--- config.mk ---
export PLATFORM = sky130hd
export DESIGN_NAME = hex_counter_mux
export DESIGN_NICKNAME = d
export VERILOG_FILES = /design/src/rtl/hex_counter_mux.sv
export SDC_FILE = /design/constraint.sdc
export NUM_CORES = 1
export LEC_CHECK = 0
export CAP_MARGIN = 15
export CELL_PAD_IN_SITES_DETAIL_PLACEMENT = 1
export CELL_PAD_IN_SITES_GLOBAL_PLACEMENT = 2
export CORE_MARGIN = 2
export CORE_UTILIZATION = 35
export DETAILED_ROUTE_END_ITERATION = 6
export GPL_TIMING_DRIVEN = 0
export HOLD_SLACK_MARGIN = 0.05
export PLACE_DENSITY_LB_ADDON = 0.1
export SYNTH_ARGS = -nofsm -noshare
export SYNTH_HDL_FRONTEND = slang
export SYNTH_SLANG_ARGS = --single-unit
--- constraint.sdc ---
create_clock -name clk -period 2.7 [get_ports clk]
set_input_delay 0.675 -clock clk [delete_from_list [all_inputs] [get_ports clk]]
set_output_delay 0.675 -clock clk [all_outputs]
set_load 0.01 [all_outputs]
--- src/rtl/hex_counter_mux.sv ---
// Multi-digit hex up/down counter with prescaled tick, clear/load, wrap pulse,
// and time-multiplexed common-anode seven-segment scan with optional leading-zero blanking.
module hex_counter_mux #(
   parameter int NDIGITS  = 4,
   parameter int PRESCALE = 50_000_000,
   parameter int SCAN_DIV = 50_000,
   parameter int BLANK_LZ = 1
) (
   input  logic                   clk,
   input  logic                   reset,
   input  logic                   en,
   input  logic                   up,
   input  logic                   clr,
   input  logic                   load,
   input  logic [4*NDIGITS-1:0]   load_val,
   output logic [4*NDIGITS-1:0]   value,
   output logic                   wrap,
   output logic [NDIGITS-1:0]     digit,
   output logic [6:0]             sseg,
   output logic                   dp
);

   localparam int W  = 4 * NDIGITS;
   localparam int PW = (PRESCALE > 1) ? $clog2(PRESCALE) : 1;
   localparam int SW = (SCAN_DIV > 1) ? $clog2(SCAN_DIV) : 1;
   localparam int IW = (NDIGITS > 1) ? $clog2(NDIGITS) : 1;

   localparam logic [PW-1:0] PRE_MAX  = PW'(PRESCALE - 1);
   localparam logic [SW-1:0] SCAN_MAX = SW'(SCAN_DIV - 1);
   localparam logic [IW-1:0] IDX_MAX  = IW'(NDIGITS - 1);

   logic [W-1:0]       value_q, value_d;
   logic               wrap_q, wrap_d;
   logic [PW-1:0]      pre_q, pre_d;
   logic [SW-1:0]      scan_q, scan_d;
   logic [IW-1:0]      idx_q, idx_d;
   logic [NDIGITS-1:0] digit_q, digit_d;
   logic [6:0]         sseg_q, sseg_d;
   logic               dp_q, dp_d;

   logic               tick;
   logic [3:0]         nib;
   logic               upper_nz;
   logic               lead_zero;

   function automatic logic [6:0] seg_enc(input logic [3:0] n);
      logic [6:0] s;
      case (n)
         4'h0: s = 7'h01;
         4'h1: s = 7'h4F;
         4'h2: s = 7'h12;
         4'h3: s = 7'h06;
         4'h4: s = 7'h4C;
         4'h5: s = 7'h24;
         4'h6: s = 7'h20;
         4'h7: s = 7'h0F;
         4'h8: s = 7'h00;
         4'h9: s = 7'h04;
         4'hA: s = 7'h08;
         4'hB: s = 7'h60;
         4'hC: s = 7'h31;
         4'hD: s = 7'h42;
         4'hE: s = 7'h30;
         default: s = 7'h38;
      endcase
      return s;
   endfunction

   // A tick coinciding with clr/load is dropped: those branches win outright.
   always_comb begin
      tick    = en && (pre_q == PRE_MAX);
      pre_d   = pre_q;
      value_d = value_q;
      wrap_d  = 1'b0;
      if (clr) begin
         value_d = '0;
         pre_d   = '0;
      end else if (load) begin
         value_d = load_val;
         pre_d   = '0;
      end else if (en) begin
         if (tick) begin
            pre_d = '0;
            if (up) begin
               value_d = value_q + W'(1);
               wrap_d  = &value_q;
            end else begin
               value_d = value_q - W'(1);
               wrap_d  = ~|value_q;
            end
         end else begin
            pre_d = pre_q + PW'(1);
         end
      end
   end

   always_comb begin
      scan_d = scan_q + SW'(1);
      idx_d  = idx_q;
      if (scan_q == SCAN_MAX) begin
         scan_d = '0;
         idx_d  = (idx_q == IDX_MAX) ? '0 : idx_q + IW'(1);
      end
   end

   // Walk from the top digit down so upper_nz covers nibbles idx..NDIGITS-1 at the selected digit.
   always_comb begin
      nib       = 4'h0;
      upper_nz  = 1'b0;
      lead_zero = 1'b0;
      for (int i = NDIGITS - 1; i >= 0; i--) begin
         upper_nz = upper_nz | (value_q[4*i +: 4] != 4'h0);
         if (IW'(i) == idx_q) begin
            nib       = value_q[4*i +: 4];
            lead_zero = ~upper_nz;
         end
      end
      digit_d = ~(NDIGITS'(1) << idx_q);
      if ((BLANK_LZ != 0) && (idx_q != '0) && lead_zero)
         sseg_d = 7'h7F;
      else
         sseg_d = seg_enc(nib);
      dp_d = ~((idx_q == '0) && !en);
   end

   always_ff @(posedge clk or negedge reset) begin
      if (!reset) begin
         value_q <= '0;
         wrap_q  <= 1'b0;
         pre_q   <= '0;
         scan_q  <= '0;
         idx_q   <= '0;
         digit_q <= '1;
         sseg_q  <= 7'h7F;
         dp_q    <= 1'b1;
      end else begin
         value_q <= value_d;
         wrap_q  <= wrap_d;
         pre_q   <= pre_d;
         scan_q  <= scan_d;
         idx_q   <= idx_d;
         digit_q <= digit_d;
         sseg_q  <= sseg_d;
         dp_q    <= dp_d;
      end
   end

   assign value = value_q;
   assign wrap  = wrap_q;
   assign digit = digit_q;
   assign sseg  = sseg_q;
   assign dp    = dp_q;

endmodule

==> flow_summary_export.csv <==
group,metric,value,unit
run_status,status,"finished, final reports clean",
floorplan,core_area,0.0126,mm2
sta,worst_slew_pin_slew,0.663,ns
layout,final_nets,606,
layout,drive_gt1_share,14.1,%
clocking,cts_buffers,9,
floorplan,start_util,35.6,%
sta,hold_viol,0,
power_and_ir_drop,p_leak,2.44,nW
grt,antenna_found_initial,0,
power_and_ir_drop,internal-power,0.00224,W
sta,finalCritPeriodShare,97.4,%
yosys,syn_area,0.00448,mm2
yosys,synth_fp_nets,539,
power_and_ir_drop,ir_worst_vdd,0.214,mV
clocking,htreeDepth,3,
grt,grt.total_usage,20.4,%
routing,drt_iter0_markers,141,
layout,diodes,0,
sta,hold_ws,0.256,ns
routing,antenna_left,0,
power_and_ir_drop,swShare,24.8,%
placement,placement.io_buffers,49,
routing,wl_per_cell,17.9,um
routing,drt_pre_antenna_iters,4,
floorplan,die-area,0.0137,mm2
grt,grt_pass1_wl,21.4,mm
grt,grt_pass1_vias,4047,
layout,post-route-util,46.3,%
layout,fill_cells,1441,
placement,dpl-instance-area,0.00526,mm2
floorplan,io_pins,51,
power_and_ir_drop,switchingPower,0.000738,W
worst_setup_path,cp.required,2.91,ns
yosys,ys_types,58,
floorplan,die_h,117,um
sta,maxClockFrequency,380,MHz
worst_hold_path,worstHoldPathType,"in2async",
power_and_ir_drop,power.share.combinational,15.4,%
yosys,async_flop_share,100,%
yosys,synthFlopType,"dfrtp_1",
grt,overflow,0,
power_and_ir_drop,seq_power_share,39.4,%
placement,finalWeightedCongestion,0.808,
placement,dp_hpwl,9.40,mm
power_and_ir_drop,clkPwrFrac,45.3,%
job,maxCapViolCount,0,
yosys,syn_inst,490,
routing,drc,0,
worst_setup_path,path_max_fanout,6,
floorplan,row_count,41,
floorplan,die_w,117,um
yosys,ys_warn_count,0,
clocking,path_clk_slew,0.06,ns
worst_setup_path,crit_type,"in2reg",
layout,fin_area,0.00582,mm2
worst_setup_path,cp_data_arrival_time,2.84,ns
worst_setup_path,end_kind,"register",
power_and_ir_drop,p_per_area,512,mW/mm2
layout,area_delta_synth_final,29.8,%
clocking,insertion_delay,0.34,ns
yosys,yosysSeqAreaShare,41.1,%
yosys,synth_edf_count,0,
sta,setup_viol,0,
sta,tns,0,ns
sta,fin_crit,2.63,ns
sta,rsz0062_at_grt,"true",
layout,layout_common_cells,"dfrtp_1 (61), nor2_1 (49), nand2_1 (47)",
layout,final_common_cell,"dfrtp_1",
clocking,cts_tree,"built",
worst_setup_path,setup.worst_path.start_class,"primary input",
sta,fin_skew,0.00814,ns
yosys,avgSynthCellArea,9.14,um2
routing,viasPerCell,5.29,
sta,slew_headroom,55.5,%
clocking,root_buffer,"clkbuf_16",
grt,grt_max_degree,49,
clocking,clockBufferDepth,2,
yosys,ys_ff_latch,73,
sta,maxSlewViolCount,0,
clocking,cts.sinks,73,
routing,num_vias,3883,
routing,totalWireLength,13.1,mm
worst_setup_path,rr_worst_depth,10,
==> final timing paths <==
path | slack, ns | endpoint | start
max | 0.07 | value[15] | up
min | 0.26 | scan_q[9] | reset
max reg2reg | 0.15 | value[12] | value[0]
min reg2reg | 0.50 | scan_q[10] | scan_q[10]
max in group asynchronous | 1.83 | digit[3] | reset
min in group clk | 0.50 | scan_q[10] | scan_q[10]
==> cells in the mapped netlist, types with 4 or more instances <==
| cell | n | area share [%] |
|---|---|---|
| clkbuf_1 | 9 | 0.75 |
| ha_1 | 26 | 7.3 |
| nand2b_1 | 4 | 0.56 |
| a21oi_1 | 30 | 3.4 |
| nand4_1 | 10 | 1.4 |
| nand2_1 | 47 | 3.9 |
| nand3_1 | 24 | 2.7 |
| nor3b_1 | 4 | 0.67 |
| o21ai_0 | 24 | 2.7 |
| nor3_1 | 8 | 0.89 |
| xnor2_1 | 17 | 3.3 |
| inv_1 | 21 | 1.8 |
| a211oi_1 | 6 | 1.0 |
| nor4_1 | 9 | 1.3 |
| dfstp_2 | 12 | 7.0 |
| and3_1 | 11 | 1.5 |
| nor2b_1 | 12 | 1.7 |
| nor2_1 | 49 | 4.1 |
| dfrtp_1 | 61 | 34 |
| o211ai_1 | 6 | 1.0 |
| a21o_1 | 6 | 1.0 |
| buf_2 | 6 | 0.67 |
| xor2_1 | 30 | 5.9 |
| o211a_1 | 7 | 1.6 |
==> layout make-up <==
class	instances	area [um2]	area share [%]
multi-input cells	380	2690	46.2
flip-flops and latches	73	1840	31.7
repair buffers	58	584	10.0
clock buffers	14	274	4.71
well taps	172	215	3.70
inverters	21	82.6	1.42
plain buffers	14	71.3	1.23
clock inverters	2	60.1	1.03
==> per-layer routing <==
| metal | GRT usage, % | wire length, um | up-vias |
|---|---|---|---|
| met5 | 0 | 0 | - |
| met4 | 7.06 | 61 | 0 |
| met3 | 3.04 | 283 | 4 |
| met2 | 31.9 | 6200 | 55 |
| met1 | 28.9 | 6600 | 1934 |
| li1 | - | - | 1890 |
==> timing repair <==
| action | CTS | global route |
|---|---|---|
| pin swaps | 1 | 11 |
| gates cloned | 0 | 0 |
| endpoints found under the setup margin | 46 | 17 |
| setup buffers | 2 | 6 |
| hold buffers | 0 | 0 |
| gates resized for setup | 16 | 27 |
==> power by group through the flow <==
stage	clock [W]	sequential [W]	combinational [W]
5_1_grt	0.00143	0.00118	0.000506
6_report	0.00135	0.00117	0.000458
3_5_place_dp	0	0.00119	0.000417
4_1_cts	0.00139	0.00117	0.000434
3_3_place_gp	0	0.00119	0.000403
2_1_floorplan	0	0.00119	0.000228
==> metrics by stage <==
step / power (W) / std cells / setup WS (ns)
after CTS: 0.00299 / 729 / 0.00503
final: 0.00298 / 734 / 0.0710
after global routing: 0.00312 / 734 / -0.00778
after floorplan: 0.00142 / 490 / -0.0441
after detailed placement: 0.00161 / 712 / -1.31
after global placement: 0.00159 / 711 / -1.78
==> kinds of logic after synthesis <==
kind of cell	share of synthesized area, %
fa+ha+maj	7.71
buf+inv	3.44
mux	0.922
xor+xnor	9.19
simple gates	21.8
flops	41.1
compound gates	15.8
==> critical path: stages <==
cell	delay (ns)
buf_6	0.10
clkinvlp_4	0.09
buf_12	0.14
buf_4	0.15
ha_2	0.30
a21o_1	0.18
a21oi_2	0.23
o21ai_4	0.11
o21ba_2	0.22
a211oi_2	0.25
mux2i_1	0.10
a311o_1	0.27
==> flip-flops by register name, indices dropped and copies added (netlist names) <==
signal / count
scan_q: 16
dp: 1
idx_q: 2
wrap: 1
value: 16
sseg: 7
pre_q: 26
digit: 4
(Power assumes the default switching activity.)
